**src/rtl/z80_pin_mux.sv**
```systemverilog
// z80_pin_mux
// -----------------------------------------------------------------------------
// Bus-to-pin multiplexer between the Z80 core and the dedicated output pins.
// Each accepted bus strobe captures {ctrl_in, addr_in} as one frame. The frame
// is then emitted over PIN_W pins as NPH consecutive slots, low slot first.
// Slot 0 is placed on pin_out the cycle after the accept. A new frame may be
// accepted during the last slot, so frames can run back-to-back with no gap.
//
// Optional feature macro: Z80_PIN_MUX_PARITY_EN
//   When defined, parity_out carries the registered XOR of pin_out.
//
// Parameters:
//   ADDR_W  address bits per frame
//   CTRL_W  control bits per frame
//   PIN_W   output pin width
//   NPH     (derived) number of slots per frame = ceil((ADDR_W+CTRL_W)/PIN_W)
//   PH_W    (derived) width of phase_out, at least 1
//
// Ports:
//   clk        rising-edge clock
//   rst        asynchronous active-high reset
//   bus_valid  core presents a new bus state this cycle
//   addr_in    address to capture
//   ctrl_in    control bits to capture
//   clear_ovr  clears overrun; a drop in the same cycle wins over the clear
//   ready      combinational: a frame is accepted this cycle if bus_valid
//   pin_out    registered current slot data
//   phase_out  registered index of the slot on pin_out (0 when idle)
//   busy       a frame slot is on pin_out
//   frame_done one-cycle pulse during the last slot of each frame
//   overrun    sticky flag: a strobe arrived while not ready
//   parity_out (Z80_PIN_MUX_PARITY_EN only) XOR of pin_out, registered
// -----------------------------------------------------------------------------
module z80_pin_mux #(
  parameter int ADDR_W = 16,
  parameter int CTRL_W = 8,
  parameter int PIN_W  = 8,
  localparam int NPH   = (ADDR_W + CTRL_W + PIN_W - 1) / PIN_W,
  localparam int PH_W  = (NPH > 1) ? $clog2(NPH) : 1
) (
  input  logic              clk,
  input  logic              rst,
  input  logic              bus_valid,
  input  logic [ADDR_W-1:0] addr_in,
  input  logic [CTRL_W-1:0] ctrl_in,
  input  logic              clear_ovr,
  output logic              ready,
  output logic [PIN_W-1:0]  pin_out,
  output logic [PH_W-1:0]   phase_out,
  output logic              busy,
  output logic              frame_done,
  output logic              overrun
`ifdef Z80_PIN_MUX_PARITY_EN
  ,
  output logic              parity_out
`endif
);

  localparam int FRAME_W = NPH * PIN_W;
  localparam logic [PH_W-1:0] LAST_PH = PH_W'(NPH - 1);

  typedef enum logic {
    IDLE = 1'b0,
    SEND = 1'b1
  } state_t;

  state_t             state_q, state_d;
  logic [PH_W-1:0]    phase_q, phase_d;
  logic [PIN_W-1:0]   pin_q, pin_d;
  logic [FRAME_W-1:0] frame_in;
  logic [FRAME_W-1:0] shift_q, shift_d;
  logic               frame_done_q, frame_done_d;
  logic               overrun_q, overrun_d;
  logic               accept;
  logic               drop;

  // Frame layout is {zero pad, ctrl, addr}; the cast zero-extends into the pad.
  assign frame_in = FRAME_W'({ctrl_in, addr_in});

  // busy comes straight from the state flop, so it stays a registered output.
  assign busy      = (state_q == SEND);
  assign ready     = !busy || (phase_q == LAST_PH);
  assign accept    = bus_valid && ready;
  assign drop      = bus_valid && !ready;

  assign pin_out    = pin_q;
  assign phase_out  = phase_q;
  assign frame_done = frame_done_q;
  assign overrun    = overrun_q;

  // Next-state logic. The remaining slots of the frame in flight live in a
  // right-shifting register, so every step only ever reads its low PIN_W bits.
  // An accept takes priority: it can only happen from IDLE or the last slot,
  // and in both cases slot 0 of the new frame goes straight onto the pins.
  always_comb begin
    state_d      = state_q;
    phase_d      = phase_q;
    pin_d        = pin_q;
    shift_d      = shift_q;
    frame_done_d = 1'b0;
    overrun_d    = overrun_q;

    if (accept) begin
      state_d = SEND;
      phase_d = '0;
      pin_d   = frame_in[PIN_W-1:0];
      shift_d = frame_in >> PIN_W;
    end else if (state_q == SEND) begin
      if (phase_q == LAST_PH) begin
        // Frame finished with nothing queued: pins keep the last slot.
        state_d = IDLE;
        phase_d = '0;
      end else begin
        phase_d = phase_q + PH_W'(1);
        pin_d   = shift_q[PIN_W-1:0];
        shift_d = shift_q >> PIN_W;
      end
    end

    // Registered so that the pulse lines up with the last slot on the pins.
    frame_done_d = (state_d == SEND) && (phase_d == LAST_PH);

    if (drop) begin
      overrun_d = 1'b1;
    end else if (clear_ovr) begin
      overrun_d = 1'b0;
    end
  end

  always_ff @(posedge clk or posedge rst) begin
    if (rst) begin
      state_q      <= IDLE;
      phase_q      <= '0;
      pin_q        <= '0;
      shift_q      <= '0;
      frame_done_q <= 1'b0;
      overrun_q    <= 1'b0;
    end else begin
      state_q      <= state_d;
      phase_q      <= phase_d;
      pin_q        <= pin_d;
      shift_q      <= shift_d;
      frame_done_q <= frame_done_d;
      overrun_q    <= overrun_d;
    end
  end

`ifdef Z80_PIN_MUX_PARITY_EN
  logic parity_q;

  // Parity is computed from the value about to be registered, so it always
  // matches pin_out, including the held value while idle.
  always_ff @(posedge clk or posedge rst) begin
    if (rst) begin
      parity_q <= 1'b0;
    end else begin
      parity_q <= ^pin_d;
    end
  end

  assign parity_out = parity_q;
`endif

endmodule
```
**config.mk**
```make
export PLATFORM = sky130hd
export DESIGN_NAME = z80_pin_mux
export DESIGN_NICKNAME = d
export VERILOG_FILES = /design/src/rtl/z80_pin_mux.sv
export SDC_FILE = /design/constraint.sdc
export NUM_CORES = 1
export LEC_CHECK = 0
export CORE_MARGIN = 4
export CORE_UTILIZATION = 40
export CTS_BUF_LIST = sky130_fd_sc_hd__clkbuf_4
export DETAILED_ROUTE_END_ITERATION = 10
export PLACE_DENSITY = 0.7
export SLEW_MARGIN = 20
export SYNTH_ARGS = -nofsm -noshare
export SYNTH_HDL_FRONTEND = slang
export SYNTH_SLANG_ARGS = --single-unit
export TNS_END_PERCENT = 10
```
**constraint.sdc**
```tcl
create_clock -name clk -period 1.5 [get_ports clk]
set_input_delay 0.45 -clock clk [delete_from_list [all_inputs] [get_ports clk]]
set_output_delay 0.45 -clock clk [all_outputs]
set_load 0.01 [all_outputs]
```
Yosys cells after proc, flatten, opt, wreduce, memory -nomap -nowiden
Index checks and enable logic that the tools add are counted.
{"block": "word_totals", "register_bits": 37, "input_bits": 28}
{"block": "op_classes", "addsub": 1, "eq_ne": 3, "n_mux": 14, "n_reduce_logical": 9}
{"op": "2-to-1 mux 24 bit", "n": 3}
{"op": "2-to-1 mux 8 bit", "n": 3}
{"op": "2-to-1 mux 2 bit", "n": 3}
{"op": "2-to-1 mux 1 bit", "n": 5}
{"op": "== test 2 bit (second input constant)", "n": 2}
{"op": "nonzero test 2 bit", "n": 2}
{"op": "logical AND 1 bit", "n": 3}
{"op": "adder 2 x 1 -> 2 bit (second input constant)", "n": 1}
{"op": "logical NOT 1 bit", "n": 2}
{"op": "!= test 2 bit (second input constant)", "n": 1}
{"op": "AND reduction 2 bit", "n": 1}
{"op": "logical OR 1 bit", "n": 1}

Longest topological paths before layout
Gate-level depths: netlist of the first run.
{"block": "depth", "depth_word": 6, "depth_mapped": 6, "mapped_depth_nobuf": 4}

Worst setup path before layout of the first run
OpenSTA, ideal clock, no wires.
{"block": "synth_path", "kind": "reg2out", "start": "register phase_q[1], in the netlist phase_out[1]", "end": "output ready", "t_arrival_ns": 0.993, "required_ns": 1.050, "path_slack_ns": 0.057, "path_stages_with_launch": 6, "n_path_buf": 2, "cell_sequence": "dfrtp_1 -> inv_1 -> o21a_1 -> buf_6 -> inv_8 -> buf_12"}
{"block": "synth_between", "elab_chain_cells": 2}
{"item": "start, declared", "line_no": "68", "source": "logic [PH_W-1:0] phase_q, phase_d;"}
{"item": "start signal, assigned", "line_no": "140", "source": "phase_q <= phase_d;"}
{"item": "== test 2 bit", "line_no": "82", "source": "assign ready = !busy || (phase_q == LAST_PH);"}
{"item": "logical OR 1 bit", "line_no": "82"}
{"item": "end, declared", "line_no": "47", "source": "output logic ready,"}
Every way passes these cells.

Worst setup path after layout of the first run
Same ends and word-level chain as after synthesis.

==> summary.txt, run 1 <==
Run status
  • Outcome: complete, but fails checks
  • Violations in the final reports: setup timing

Clocking
  • Number of clock sinks seen by CTS: 29
  • TritonCTS clock tree: built
  • Number of buffers created by CTS: 5
  • H-tree levels: 2
  • Longest Clk Path Bufs: 2
  • Clk Tree Root Cell: sky130_fd_sc_hd__clkbuf_4
  • Clock transition at the registers of the reported paths: 90 ps
  • Clk Latency, worst-skew pair: approximately 320 ps
  • Cts-stage hold buffer count: 0

STA
  • Minimum clock period after layout: 1550 ps
  • Final worst clock skew: 6.01 ps
  • Min Hold Slack: 451 ps
  • Number of failing setup endpoints in the final timing report: 1
  • Worst slew margin relative to its limit: 82.3%
  • Fmax achieved: 0.647 GHz
  • Final worst setup slack: -45.7 ps
  • Final hold viol count: 0
  • Slew @ Worst Pin: 266 ps
  • Max Transition Viols Final: 0
  • Unrepaired setup endpoints after global routing: yes
  • Final critical-path share of the clock period: 103%

Synth
  • Mean Syn Cell Area: approximately 14 um2
  • Number of nets in the synthesized netlist: 122
  • Flip-flop and latch count after synthesis: 29
  • Proportion of synthesized chip area in sequential cells: between 50% and 60%
  • Area contributors post-synth: sky130_fd_sc_hd__dfrtp_1 (53%), sky130_fd_sc_hd__mux2_2 (20%), sky130_fd_sc_hd__mux2_4 (8.8%)
  • Synth Cell Area: 1360 um2
  • Largest area contributor in the netlist: sky130_fd_sc_hd__dfrtp_1
  • Number of different library cells in the post-synthesis netlist: 15
  • Area fraction of the dominant cell type after synthesis: 53.3%
  • Post-synthesis instance total: 94
  • Warnings from Yosys: 0

Critical path
  • Number of cells on the critical path: 4
  • Number of cells on the worst reg-to-reg path: 5
  • Kind of start point of the critical path: flop
  • Kind of end point of the critical path: output port
  • Worst reg2reg path startpoint: phase_out[1]
  • CP arrival: around 1100 ps
  • Max stage delay on crit path: 380 ps
  • Register-to-register path setup slack: 60 ps
  • Crit-path leading delay family: flip-flops
  • Worst path slowest cell: sky130_fd_sc_hd__dfrtp_1
  • Required arrival time at the worst endpoint: 1050 ps
  • Terminus of the critical flop-to-flop path: shift_q[1]
  • Setup Crit Path Kind: flop to output port
  • Number of buffers and inverters on the critical path: 3
  • Worst Path Max Fanout: 2
  • Critical Path, Cell by Cell: inv_2, o21a_4, inv_8, buf_6

Global routing
  • Via count of the first global-routing pass: 945
  • GRT Overall Usage: 14.4%
  • Wire length of the first global-routing pass: approximately 4.6 mm
  • Pin count of the biggest net entering global routing: 30
  • Antenna violations before repair: 0
  • Global route total overflow: 0

Layout
  • Fraction of final layout cells with drive strength greater than 1: 37.7%
  • Commonest cells after routing, fill and taps aside: sky130_fd_sc_hd__dfrtp_1 (29), sky130_fd_sc_hd__clkdlybuf4s50_1 (26), sky130_fd_sc_hd__mux2_2 (24), sky130_fd_sc_hd__dlygate4sd2_1 (11), sky130_fd_sc_hd__nor2_1 (10)
  • Post-route cell area: between 1500 and 2000 um2
  • Most frequent standard cell in the layout excluding fill and tap cells: sky130_fd_sc_hd__dfrtp_1
  • Layout net count: 173
  • Area grow syn2layout: 39.6%
  • Number of antenna cells inserted: 0

Power and ir drop
  • Leakage power of the design: 0.943 nW
  • Peak supply drop: approximately 0.8 mV
  • Power, Total: ~3 mW
  • Total power per unit cell area: 1560 nW/um2

Floorplan
  • Floorplan die width: between 60 and 70 um
  • Area of the core: 3150 um2
  • Vertical die dimension: 66.4 um
  • Initial Utilization: 43.2%
  • Top Ports: 42
  • Die footprint: 4400 um2
  • FP Rows: 20

Place
  • Detailed placement HPWL: 1.87 mm
  • Area after detailed placement: 1850 um2
  • Final RePlAce weighted congestion: 0.738
  • Port Buf Inserts: 41

Detailed routing
  • Post-route antenna net violation count: 0
  • Detailed Route Iter0 Violations: 33
  • Number of iterations in the first detailed-routing pass: 4
  • Total routed wirelength: around 2.6 mm
  • Post-route DRC: 0
  • Via density per instance: between 4 and 5
  • Vias: 872
  • Routed len/inst: 13.5 um

Hold path
  • Hold/Removal Path Class: input pin to asynchronous set/reset pin

Flow run
  • Max-cap violations: 0
[state kept, by name, indices dropped and copies added, names as in the netlist]
name / flops
busy: 1
frame_done: 1
overrun: 1
phase_out: 2
pin_out: 8
shift_q: 16
[cell type report]
type / count / area [um2]
Clock buffer: 8 / 60.1
Fill cell: 281 / 1250
Inverter: 4 / 22.5
Multi-Input combinational cell: 56 / 561
Sequential cell: 29 / 726
Tap cell: 44 / 55.1
Timing Repair Buffer: 49 / 478
[through the flow]
| stage | cells | utilization, % | setup TNS, ps | setup slack (ps) |
|---|---|---|---|---|
| floorplan | 94 | - | 0 | 57.4 |
| CTS | 190 | 59.8 | -87.3 | -87.3 |
| global route | 190 | 60.3 | -176 | -110 |
| finish | 190 | 60.3 | -45.7 | -45.7 |
| detailed placement | 182 | 58.7 | -8400 | -367 |
| global placement | 182 | 58.7 | -7730 | -331 |
[how the worst max path moves through the flow]
stage | startpoint | end | slack, ps
after CTS | phase_out[0] | ready | -90
after floorplan | phase_out[1] | ready | 60
after global routing | phase_out[1] | ready | -110
final | phase_out[1] | ready | -50
after global placement | bus_valid | shift_q[7] | -330
after detailed placement | bus_valid | shift_q[6] | -370
[kinds of logic after synthesis]
| group | count (synthesis) | share of synthesized area (%) |
|---|---|---|
| AOI/OAI and AO/OA | 4 | 2.39 |
| buffers and inverters | 9 | 6.15 |
| muxes | 40 | 34.5 |
| and+or+nand+nor | 12 | 3.67 |
| DFF | 29 | 53.3 |
[synthesized netlist by cell type]
| library cell | n |
|---|---|
| sky130_fd_sc_hd__buf_4 | 1 |
| sky130_fd_sc_hd__o21a_1 | 1 |
| sky130_fd_sc_hd__mux2i_1 | 8 |
| sky130_fd_sc_hd__nor2_1 | 10 |
| sky130_fd_sc_hd__inv_1 | 3 |
| sky130_fd_sc_hd__buf_12 | 1 |
| sky130_fd_sc_hd__dfrtp_1 | 29 |
| sky130_fd_sc_hd__a21o_1 | 1 |
| sky130_fd_sc_hd__mux2_2 | 24 |
| sky130_fd_sc_hd__and3_1 | 1 |
| sky130_fd_sc_hd__mux2_4 | 8 |
| sky130_fd_sc_hd__a22o_1 | 2 |
| sky130_fd_sc_hd__nand2b_1 | 1 |
| sky130_fd_sc_hd__inv_8 | 1 |
| sky130_fd_sc_hd__buf_6 | 3 |
[routing by layer]
metal  part of all wire [%]  global-route usage [%]  wire, um
met1                     44                    18.9      1140
met5                      0                       0         0
met4                    2.3                    9.90        59
met3                    6.6                    3.91       169
met2                     47                    20.2      1190
[worst register-to-register path, delay by kind of cell, from the launching register on]
family	cells	cell delay, ps
DFF	1	380
AOI/OAI and AO/OA	1	210
buffers and inverters	3	360
muxes	1	380
[where the power goes]
| part | switching (mW) | internal [mW] | total [mW] |
|---|---|---|---|
| Clock | 0.253 | 0.241 | 0.493 |
| Combinational | 0.516 | 0.785 | 1.30 |
| Sequential | 0.127 | 1.05 | 1.17 |
[repair_timing]
item	CTS	global route
setup buffers	0	0
pin swaps	1	0
setup endpoints to repair	20	12
gates resized for setup	29	4
endpoints found under the hold margin	0	0
Power figures use the tool's default switching activity.
==> run 2, diff against run 1 <==
- CAP_MARGIN: default -> 20
==> results of run 2 <==
Same layout as run 1: the final DEF is identical, and so are final timing and power.
==> run 3, diff against run 2 <==
- SLEW_MARGIN: 20 -> default
==> results of run 3 <==
Same layout as run 1: the final DEF is identical, and so are final timing and power.
